--- src/rtl/pci_target_ctrl_pkg.sv ---
// pci_pkg: command codes, FSM state encoding and default word-index width for the PCI target.
package pci_pkg;
  localparam int ADDR_W_DEF = 5;
  localparam logic [3:0] CMD_RD = 4'b0110;
  localparam logic [3:0] CMD_WR = 4'b0111;
  typedef enum logic [2:0] {S_IDLE, S_BUSY, S_RD_TURN, S_DATA, S_DISC} state_t;
endpackage

--- src/rtl/pci_target_ctrl_par_gen.sv ---
// pci_par_gen: registered even parity over AD/CBE# plus a one-clock-delayed output enable.
module pci_par_gen (
  input  logic        clk,
  input  logic        rst,
  input  logic        en,
  input  logic [31:0] ad,
  input  logic [3:0]  cbe_n,
  input  logic        oe,
  output logic        par,
  output logic        par_oe
);
  logic par_q, par_d, par_oe_q, par_oe_d;
  always_comb begin
    par_d = en ? ^{ad, cbe_n} : par_q;
    par_oe_d = oe;
  end
  always_ff @(posedge clk) begin
    if (rst) begin
      par_q <= 1'b0;
      par_oe_q <= 1'b0;
    end else begin
      par_q <= par_d;
      par_oe_q <= par_oe_d;
    end
  end
  assign par = par_q;
  assign par_oe = par_oe_q;
endmodule

--- src/rtl/pci_target_ctrl.sv ---
// pci_target_ctrl: PCI target sequencer claiming memory read/write bursts into a local word memory.
// Define PCI_TGT_PARITY_EN to add the PAR/PAR_oe read-parity outputs.
module pci_target_ctrl
  import pci_pkg::*;
#(
  parameter int ADDR_W = ADDR_W_DEF
) (
  input  logic              CLK,
  input  logic              RST,
  input  logic              FRAME_n,
  input  logic              IRDY_n,
  input  logic [3:0]        CBE_n,
  input  logic [31:0]       AD_in,
  input  logic              dec_valid,
  input  logic [ADDR_W-1:0] dec_local,
  output logic [31:0]       AD_out,
  output logic              AD_oe,
  output logic              DEVSEL_n,
  output logic              TRDY_n,
  output logic              STOP_n,
  output logic [ADDR_W-1:0] mem_addr,
  output logic [31:0]       mem_wdata,
  output logic [3:0]        mem_be,
  output logic              mem_we,
  input  logic [31:0]       mem_rdata
`ifdef PCI_TGT_PARITY_EN
  ,
  output logic              PAR,
  output logic              PAR_oe
`endif
);
  localparam logic [ADDR_W-1:0] LAST = '1;
  state_t state_q, state_d;
  logic rd_q, rd_d;
  logic [ADDR_W-1:0] addr_q, addr_d;
  logic devsel_n_q, devsel_n_d, trdy_n_q, trdy_n_d, stop_n_q, stop_n_d, ad_oe_q, ad_oe_d;
  logic claim, xfer;
  // Bus outputs are derived from the next state so they are registered alongside it.
  always_comb begin
    claim = !FRAME_n && dec_valid && (CBE_n == CMD_RD || CBE_n == CMD_WR);
    xfer = state_q == S_DATA && !IRDY_n && !trdy_n_q;
    state_d = state_q;
    rd_d = rd_q;
    addr_d = addr_q;
    case (state_q)
      S_IDLE:
        if (claim) begin
          state_d = CBE_n == CMD_RD ? S_RD_TURN : S_DATA;
          rd_d = CBE_n == CMD_RD;
          addr_d = dec_local;
        end else if (!FRAME_n) state_d = S_BUSY;
      S_BUSY:    if (FRAME_n && IRDY_n) state_d = S_IDLE;
      S_RD_TURN: state_d = S_DATA;
      S_DATA:
        if (xfer) begin
          state_d = FRAME_n ? S_IDLE : addr_q == LAST ? S_DISC : S_DATA;
          addr_d = addr_q == LAST ? addr_q : addr_q + ADDR_W'(1);
        end
      S_DISC:    if (FRAME_n) state_d = S_IDLE;
      default:   state_d = S_IDLE;
    endcase
    devsel_n_d = state_d == S_IDLE || state_d == S_BUSY;
    trdy_n_d = state_d != S_DATA;
    stop_n_d = !(state_d == S_DISC || (state_d == S_DATA && addr_d == LAST));
    ad_oe_d = rd_d && (state_d == S_RD_TURN || state_d == S_DATA);
  end
  always_ff @(posedge CLK) begin
    if (RST) begin
      state_q <= S_IDLE;
      rd_q <= 1'b0;
      addr_q <= '0;
      devsel_n_q <= 1'b1;
      trdy_n_q <= 1'b1;
      stop_n_q <= 1'b1;
      ad_oe_q <= 1'b0;
    end else begin
      state_q <= state_d;
      rd_q <= rd_d;
      addr_q <= addr_d;
      devsel_n_q <= devsel_n_d;
      trdy_n_q <= trdy_n_d;
      stop_n_q <= stop_n_d;
      ad_oe_q <= ad_oe_d;
    end
  end
  assign DEVSEL_n = devsel_n_q;
  assign TRDY_n = trdy_n_q;
  assign STOP_n = stop_n_q;
  assign AD_oe = ad_oe_q;
  assign AD_out = ad_oe_q ? mem_rdata : 32'h0;
  assign mem_addr = addr_q;
  assign mem_wdata = AD_in;
  assign mem_be = ~CBE_n;
  // A write coinciding with reset is dropped so reset cleanly abandons the burst.
  assign mem_we = xfer && !rd_q && !RST;
`ifdef PCI_TGT_PARITY_EN
  pci_par_gen u_par (
    .clk(CLK), .rst(RST), .en(state_q == S_DATA && rd_q), .ad(AD_out), .cbe_n(CBE_n),
    .oe(ad_oe_q), .par(PAR), .par_oe(PAR_oe)
  );
`endif
endmodule

--- config.mk ---
export PLATFORM = sky130hd
export DESIGN_NAME = pci_target_ctrl
export DESIGN_NICKNAME = d
export VERILOG_FILES = /design/src/rtl/pci_target_ctrl_pkg.sv /design/src/rtl/pci_target_ctrl_par_gen.sv /design/src/rtl/pci_target_ctrl.sv
export SDC_FILE = /design/constraint.sdc
export NUM_CORES = 1
export LEC_CHECK = 0
export CAP_MARGIN = 20
export CORE_ASPECT_RATIO = 1.75
export CORE_MARGIN = 1.5
export CORE_UTILIZATION = 26
export CTS_CLUSTER_DIAMETER = 30
export DETAILED_ROUTE_END_ITERATION = 12
export GPL_ROUTABILITY_DRIVEN = 0
export PLACE_DENSITY = 0.83
export SLEW_MARGIN = 10
export SYNTH_ARGS = -nofsm -noshare
export SYNTH_HDL_FRONTEND = slang
export SYNTH_SLANG_ARGS = --single-unit
--- constraint.sdc ---
create_clock -name CLK -period 2.17 [get_ports CLK]
set_input_delay 0.434 -clock CLK [delete_from_list [all_inputs] [get_ports CLK]]
set_output_delay 0.434 -clock CLK [all_outputs]
set_load 0.05 [all_outputs]
==> impl_metrics.toml, run 1 <==
[place]
portBuffers = 91
place_ws_ns = -0.146
dp_hpwl_um = 4220

[logic_synthesis]
syn_area_per_cell_um2 = 7.75
syn_area_um2 = 1210
ys_seq_area_share_pct = 21.5
yosys.area.top_type = "dfxtp_1"
ys_types = 40
synth_area_leaders = "dfxtp_1 (22%), buf_4 (20%), and2_1 (17%)"
synth_top_area_share_pct = 21.5
synthesis.nets = 235
synthCells = 156
ys_warn_count = 0
ys_ff_latch = 13

[finish]
syn_to_final_growth_pct = 102
multiInputGateArea_um2 = 678
finish.utilization_pct = 55.0
drive_gt1_share_pct = 28.0
regArea_um2 = 262
nets = 305
fill_cells = 379
num_antenna_cells = 0

[timing]
max_freq_mhz = 478
worst_slew_pin_slew_ns = 0.503
slew_headroom_pct = 66.3
setup_violations = 0
fin_crit_ns = 2.09
setup_ws_ns = 0.0762
rsz0062_at_grt = "false"
post-route-period-util_pct = 96.5
fin_worst_skew_ns = 0.00252
final_max_slew_viol_count = 0
report.final.hold_viol_count = 0

[critical_path]
crit_fanout = 3
crit_chain = "clkdlybuf4s50_1, buf_4, nor2_1, nand2_1, nor3_2, buf_12"
arrival_ns = 1.66
worstSetupEndpointType = "output port"
slowest_delay_ns = 0.41
path_class = "primary input to output port"
path_buf_inv = 3
required_ns = 1.74
crit_family = "buffers and inverters"
worst_path_max_delay_cell = "clkdlybuf4s50_1"
start_kind = "primary input"

[cts]
cts_tree = "yes"
hold_buffers = 0
cts.sinks = 13
clock_path_buffers = 2
numCtsBuffers = 3
clockRootBuffer = "clkbuf_8"
clk_pin_slew_ns = 0.05
clock_latency_ns = 0.24
htree_levels = 1

[routing]
ant_nets = 0
wl_um = 4900
drc = 0
num_vias = 1383
first_iter_violations = 23
wire_per_inst_um = 17.7
via_per_inst = 5.01
first_pass_iters = 4

[pwr]
clkPwrFrac_pct = 33.9
p_seq_share_pct = 39.3
power_uw = 632
switching_share_pct = 24.1
power.internal_uw = 480
switchingPower_uw = 152
p_leak_nw = 0.969
vdd_drop_max_mv = 0.460
powerDensity_nw_per_um2 = 259
p_comb_share_pct = 26.8

[floorplanning]
std_cell_rows = 32
die-area_um2 = 5080
die_x_um = 54.5
die_y_um = 93.2
ios = 156
core_um2 = 4440
start_util_pct = 27.2

[run]
cap_violations = 0

[outcome]
status = "finished, final reports clean"

[grt]
grt_first_pass_wirelength_um = 7000
grt_start_max_net_pins = 29
antenna_found_initial = 0
grt.total_usage_pct = 19.0
grt_remaining_overflow = 0
grt_pass1_vias = 1370

[min_path]
hp-class = "flip-flop to flip-flop"
## path summary, 6_finish.rpt
| check | cells after the start | start | end | slack [ns] |
|---|---|---|---|---|
| hold / removal | 2 | mem_addr[4] | mem_addr[4] | 0.55 |
| setup / recovery | 6 | IRDY_n | mem_we | 0.08 |
| setup reg to reg | 7 | mem_addr[0] | TRDY_n | 0.22 |
| hold reg to reg | 2 | mem_addr[4] | mem_addr[4] | 0.55 |
## metal layers
metal	global-route usage (%)	wire length, um
met4	12.7	330
met2	34.9	2700
met5	0	0
met3	5.27	473
met1	16.2	1390
## synth_stat cells, drive strengths merged
master and instances:
a22oi 1, nand2b 1, nor4b 1, a21oi 4, and3b 1, nand3b 2, and4b 1, or2 2
nand4 2, nor4bb 1, a221oi 1, a21o 1, o211a 2, o311ai 1, o22ai 2, and4 1
o32ai 1, a2111oi 1, or3 1, a31oi 3, buf 32, a2bb2oi 1, dfxtp 13, nor3 4
inv 5, or4 1, a41oi 3, o21a 1, nor2 12, a211oi 3, and2 32, clkbuf 6
a21boi 2, ha 1, nand4b 1, nand2 6, nand3 3
## tightest hold or removal path, cell delays in order, from the launching register on
cell,delay [ns]
dfxtp_1,0.36
nand2_1,0.08
a31oi_1,0.06
## power by group through the flow
stage,clock [mW],sequential [mW],combinational [mW]
6_report,0.215,0.248,0.169
5_1_grt,0.225,0.249,0.178
4_1_cts,0.215,0.248,0.169
3_5_place_dp,0,0.253,0.168
3_3_place_gp,0,0.253,0.166
2_1_floorplan,0,0.258,0.200
## through the flow
step	area, um^2	setup TNS, ns	instances	hold slack [ns]
2_1_floorplan	1210	0	156	0.491
4_1_cts	2440	0	276	0.561
3_3_place_gp	2390	-0.121	272	0.524
3_5_place_dp	2390	-0.242	272	0.553
6_report	2450	0	276	0.552
5_1_grt	2450	0	276	0.584
## registers in the layout, summed over array words and instances, names as in the netlist
name and count:
TRDY_n 1, mem_addr 5, STOP_n 1, DEVSEL_n 1, state_q 3, AD_oe 1, rd_q 1
## repair_timing
action | CTS | global route
resized for setup | 0 | 2
endpoints found under the hold margin | 0 | 0
setup endpoints to repair | 0 | 1
buffers inserted | 0 | 0
## cells in the final DEF (no fill, tap or decap), types with 3 or more instances in the layout
cell | synthesis | layout
a211oi_1 | 3 | 3
a21oi_1 | 3 | 3
and2_1 | 32 | 32
buf_12 | 0 | 38
buf_4 | 32 | 13
clkbuf_8 | 0 | 3
clkdlybuf4s50_1 | 0 | 52
dfxtp_1 | 13 | 12
inv_1 | 5 | 5
nand2_1 | 6 | 6
nand3_1 | 3 | 3
nor2_1 | 12 | 12
nor3_1 | 4 | 3
## layout make-up
type,count,share of cell area [%]
multi-input cells,100,27.7
inverters,5,0.767
clock buffers,4,1.84
well taps,51,2.61
repair buffers,103,56.4
flip-flops and latches,13,10.7
## logic make-up after synthesis
kind of cell,share of synthesized area (%)
compound gates,19.2
fa+ha+maj,1.04
buf+inv,23.3
flops,21.5
simple gates,35.0
Power figures use the tool's default switching activity.
==> run 2, diff against run 1 <==
- CORE_ASPECT_RATIO: 1.75 -> 1.2
- SYNTH_HIERARCHICAL: default -> 1
==> run 2 against run 1 <==
  * Critical path depth unchanged
  * Synthesized cell count unchanged
  * Via count decreased by 2.5%
  * Synthesized area unchanged
  * Fmax increased by 0.85%
  * Critical path type is now primary input to flip-flop
  * Count of clock-buffer cells in the layout unchanged
  * Sequential power about the same
  * Global-route usage decreased by 1.1 points
  * Total power decreased by 0.17%
  * Largest power group unchanged
  * Hold slack got worse by 0.013 ns
  * First-iteration DRC count increased to 4.6 times the previous value
  * Largest cell class unchanged
  * Clock skew increased by 0.00059 ns
==> impl_metrics.toml, run 2 <==
[routing]
first_iter_violations = 106
dr_wl_met3_um = 421
top_layer = "met4"
num_vias = 1349
wire_per_inst_um = 16.3
wl_um = 4600
ant_nets = 0
met2_length_um = 2500
via_per_inst = 4.77
met1_length_um = 1550
first_pass_iters = 4
drc = 0

[cts]
numCtsBuffers = 3
clock_latency_ns = 0.24
hold_buffers = 0
clock_path_buffers = 2
clockRootBuffer = "clkbuf_8"
clk_pin_slew_ns = 0.06
cts_tree = "yes"
cts.sinks = 13
htree_levels = 1
post_cts_buffers = 0

[logic_synthesis]
syn_area_per_cell_um2 = 7.75
ys_seq_area_share_pct = 21.5
syn_area_um2 = 1210
synth_area_leaders = "dfxtp_1 (22%), buf_4 (20%), and2_1 (17%)"
yosys_most_used_dff = "dfxtp_1"
yosys.area.top_type = "dfxtp_1"
postSynth.asyncResetShare_pct = 0
ys_top_cells_by_count = "and2_1 (32), buf_4 (32), dfxtp_1 (13), nor2_1 (12)"
ys_types = 40
synth_edf_count = 0
synthCells = 156
ys_ff_latch = 13
synthesis.nets = 235
ys_warn_count = 6
synth_top_area_share_pct = 21.5

[timing]
post-route-period-util_pct = 95.7
setup_ws_ns = 0.0938
report.final.hold_viol_count = 0
slew_headroom_pct = 63.2
rsz0062_at_grt = "false"
setup_violations = 0
hold_ws_ns = 0.539
fin_crit_ns = 2.08
final_max_slew_viol_count = 0
worst_slew_pin_slew_ns = 0.551
max_freq_mhz = 482
fin_worst_skew_ns = 0.00311

[run]
cap_violations = 0

[critical_path]
worstSetupEndpointType = "flip-flop"
path_class = "primary input to flip-flop"
arrival_ns = 2.25
crit_chain = "clkdlybuf4s50_1, or4_4, o211a_1, a2111oi_4, a21oi_2, a41oi_2"
path_buf_inv = 1
start_kind = "primary input"
ff2ff_path_depth = 7
rrSetupSlack_ns = 0.25
required_ns = 2.34
crit_fanout = 3
r2r_start = "mem_addr[0]"
crit_family = "compound AO/OA/AOI/OAI gates"
slowest_delay_ns = 0.55
r2r-end = "DEVSEL_n"
worst_path_max_delay_cell = "or4_4"

[grt]
antenna_found_initial = 0
grt_remaining_overflow = 0
grt.total_usage_pct = 17.9
grt_first_pass_wirelength_um = 6960
grt_start_max_net_pins = 34
grt_pass1_vias = 1338

[finish]
final_cell_area_um2 = 2460
layout_common_cells = "clkdlybuf4s50_1 (53), buf_12 (38), and2_1 (32)"
largest_reg_flops = 5
syn_to_final_growth_pct = 103
multiInputGateArea_um2 = 678
drive_gt1_share_pct = 27.1
mostFrequentLayoutCell = "clkdlybuf4s50_1"
fill_cells = 390
nets = 305
regArea_um2 = 262
num_antenna_cells = 0

[floorplanning]
core_um2 = 4530
ios = 156
start_util_pct = 26.7
std_cell_rows = 27
die_y_um = 77.7
die_x_um = 65.2
die-area_um2 = 5070

[place]
portBuffers = 91
place_ws_ns = -0.155
dp_hpwl_um = 3980
place_area_um2 = 2410

[outcome]
status = "finished, final reports clean"

[min_path]
whs_path_depth = 2
worstHoldEndpoint = "mem_addr[4]"
hp-class = "flip-flop to flip-flop"
worstHoldStart = "mem_addr[4]"

[pwr]
p_leak_nw = 0.964
powerDensity_nw_per_um2 = 257
vdd_drop_max_mv = 0.192
run 2: cell type report:
cell class              instances  share of cell area, %
clock buffers                   4                   1.83
flip-flops and latches         13                   10.6
inverters                       5                  0.764
multi-input cells             100                   27.6
well taps                      58                   2.95
repair buffers                103                   56.2
run 2: per-layer routing:
layer  GRT usage [%]  vias to the layer above
met4            5.63                        0
met3            6.96                       18
met1            19.2                      605
met5               0                        -
li1                -                      656
met2            31.5                       70
run 2: stage by stage:
stage / util, % / power [mW] / cells / setup TNS [ns]
after detailed placement: 53.2 / 0.420 / 279 / -0.230
final: 54.3 / 0.631 / 283 / 0
after CTS: 54.1 / 0.635 / 283 / 0
after global routing: 54.3 / 0.660 / 283 / 0
after global placement: 53.2 / 0.417 / 279 / -0.145
after floorplan: - / 0.457 / 156 / 0
run 2: worst min-delay path, stage by stage (launching register included):
cell and delay [ns]:
dfxtp_1 0.35, nand2_1 0.07, a31oi_1 0.06
run 2: worst max-delay path by stage:
stage / depth (start not counted) / to / from
2_1_floorplan: 6 / STOP_n / mem_addr[0]
3_3_place_gp: 6 / STOP_n / FRAME_n
3_5_place_dp: 6 / STOP_n / FRAME_n
4_1_cts: 6 / mem_we / IRDY_n
5_1_grt: 6 / STOP_n / FRAME_n
6_report: 6 / STOP_n / FRAME_n
run 2: cells by family after synthesis:
family	Yosys count	synth area share, %
buffers and inverters	43	23.3
DFF	13	21.5
and+or+nand+nor	72	35.0
adders and majority gates	1	1.04
AOI/OAI and AO/OA	27	19.2
run 2: repair_timing:
| action | CTS | global route |
|---|---|---|
| gates resized for setup | 0 | 1 |
| endpoints found under the setup margin | 0 | 1 |
| endpoints found under the hold margin | 0 | 0 |
run 2: power by group:
part | internal, mW | total, mW | switching (mW)
combinational | 0.107 | 0.167 | 0.0594
sequential | 0.243 | 0.249 | 0.00638
clock | 0.130 | 0.216 | 0.0859
total | 0.480 | 0.631 | 0.152
==> run 3, diff against run 2 <==
- CAP_MARGIN: 20 -> 10
- clock period: 2.17 -> 2.3 ns (I/O delays scaled with it)
==> run 3 against run 2 <==
  * Cell area down 1.4%
  * Sequential power down 6%
  * Register-to-register slack hardly changed
  * Largest cell class unchanged
  * Die area stayed put
  * Total power shrank 5.3%
==> impl_metrics.toml, run 3 (synthesis gave the netlist of run 2 again) <==
[outcome]
status = "finished, final reports clean"

[pwr]
p_leak_nw = 0.954
p_comb_share_pct = 26.1
power.internal_uw = 452
switchingPower_uw = 146
powerDensity_nw_per_um2 = 247
clkPwrFrac_pct = 34.7
vdd_drop_max_mv = 0.231
switching_share_pct = 24.4
p_seq_share_pct = 39.2
power_uw = 598

[timing]
final_max_slew_viol_count = 0
rsz0062_at_grt = "false"
worst_slew_pin_slew_ns = 0.513
slew_headroom_pct = 65.7
post-route-period-util_pct = 92.4
report.final.hold_viol_count = 0
setup_violations = 0
max_freq_mhz = 471
fin_worst_skew_ns = 0.000524
fin_crit_ns = 2.12

[grt]
grt_first_pass_wirelength_um = 6510
grt_pass1_vias = 1307
grt_start_max_net_pins = 34
antenna_found_initial = 0
grt.total_usage_pct = 16.4
grt_remaining_overflow = 0

[floorplanning]
ios = 156
core_um2 = 4530
die-area_um2 = 5070
die_x_um = 65.2
start_util_pct = 26.7
std_cell_rows = 27
die_y_um = 77.7

[cts]
clock_path_buffers = 2
cts.sinks = 13
htree_levels = 1
numCtsBuffers = 3
clk_pin_slew_ns = 0.05
post_cts_buffers = 0
clock_latency_ns = 0.25
post_cts_resized = 0
cts_tree = "yes"
clockRootBuffer = "clkbuf_8"
hold_buffers = 0

[finish]
multiInputGateArea_um2 = 672
mostFrequentLayoutCell = "clkdlybuf4s50_1"
fill_cells = 416
regArea_um2 = 260
syn_to_final_growth_pct = 100
layout_common_cells = "clkdlybuf4s50_1 (53), buf_12 (37), and2_1 (32)"
largest_reg_flops = 5
finish.utilization_pct = 53.5
nets = 303
num_antenna_cells = 0
drive_gt1_share_pct = 26.0

[routing]
num_vias = 1379
wl_um = 4370
met2_length_um = 2220
ant_nets = 0
first_pass_iters = 4
dr_wl_met3_um = 391
top_layer = "met4"
drc = 0
wire_per_inst_um = 15.6
via_per_inst = 4.91
first_iter_violations = 42
met1_length_um = 1550

[min_path]
hp-class = "flip-flop to flip-flop"

[critical_path]
path_class = "primary input to flip-flop"
arrival_ns = 2.29
slowest_delay_ns = 0.54
worstSetupEndpointType = "flip-flop"
crit_chain = "clkdlybuf4s50_1, or4_4, o211a_1, a2111oi_4, a21oi_2, a41oi_2"
start_kind = "primary input"
crit_fanout = 3
worst_path_max_delay_cell = "or4_4"
required_ns = 2.47

[run]
cap_violations = 0

[place]
portBuffers = 91
dp_hpwl_um = 3550
## run 3: critical path: cells and delay by family
family,cells,cell delay (ns)
buf+inv,1,0.42
compound gates,4,0.87
simple gates,1,0.54
## run 3: final cells by class
type	count	area share, %
sequential	13	10.7
clock buffer	4	1.86
timing repair buffer	101	55.9
tap	58	3.00
inverter	5	0.775
multi-input combinational	100	27.7
## run 3: through the flow
step           cell area (um^2)  worst slack [ns]  std cells  setup TNS, ns  hold WS (ns)
2_1_floorplan              1210             0.128        156              0         0.491
3_3_place_gp               2380          -0.00820        277       -0.00820         0.526
3_5_place_dp               2380           -0.0751        277        -0.0751         0.526
4_1_cts                    2420             0.179        281              0         0.547
5_1_grt                    2420             0.108        281              0         0.597
6_report                   2420             0.176        281              0         0.564
## run 3: power groups by stage
stage	combinational (mW)	sequential [mW]	clock, mW
5_1_grt	0.164	0.235	0.225
3_5_place_dp	0.155	0.239	0
6_report	0.156	0.234	0.207
3_3_place_gp	0.152	0.239	0
2_1_floorplan	0.188	0.243	0
4_1_cts	0.156	0.234	0.213
## run 3: worst paths after layout
kind               startpoint          end  slack [ns]  depth (start not counted)
setup / recovery      FRAME_n       STOP_n        0.18                          6
hold / removal    mem_addr[4]  mem_addr[4]        0.56                          2
hold reg to reg   mem_addr[4]  mem_addr[4]        0.56                          2
setup reg to reg  mem_addr[0]       STOP_n        0.25                          6
## run 3: layer usage
| metal | global-route usage (%) | up-vias |
|---|---|---|
| met2 | 27.8 | 69 |
| met1 | 17.5 | 633 |
| li1 | - | 645 |
| met3 | 6.09 | 32 |
| met5 | 0 | - |
| met4 | 8.54 | 0 |
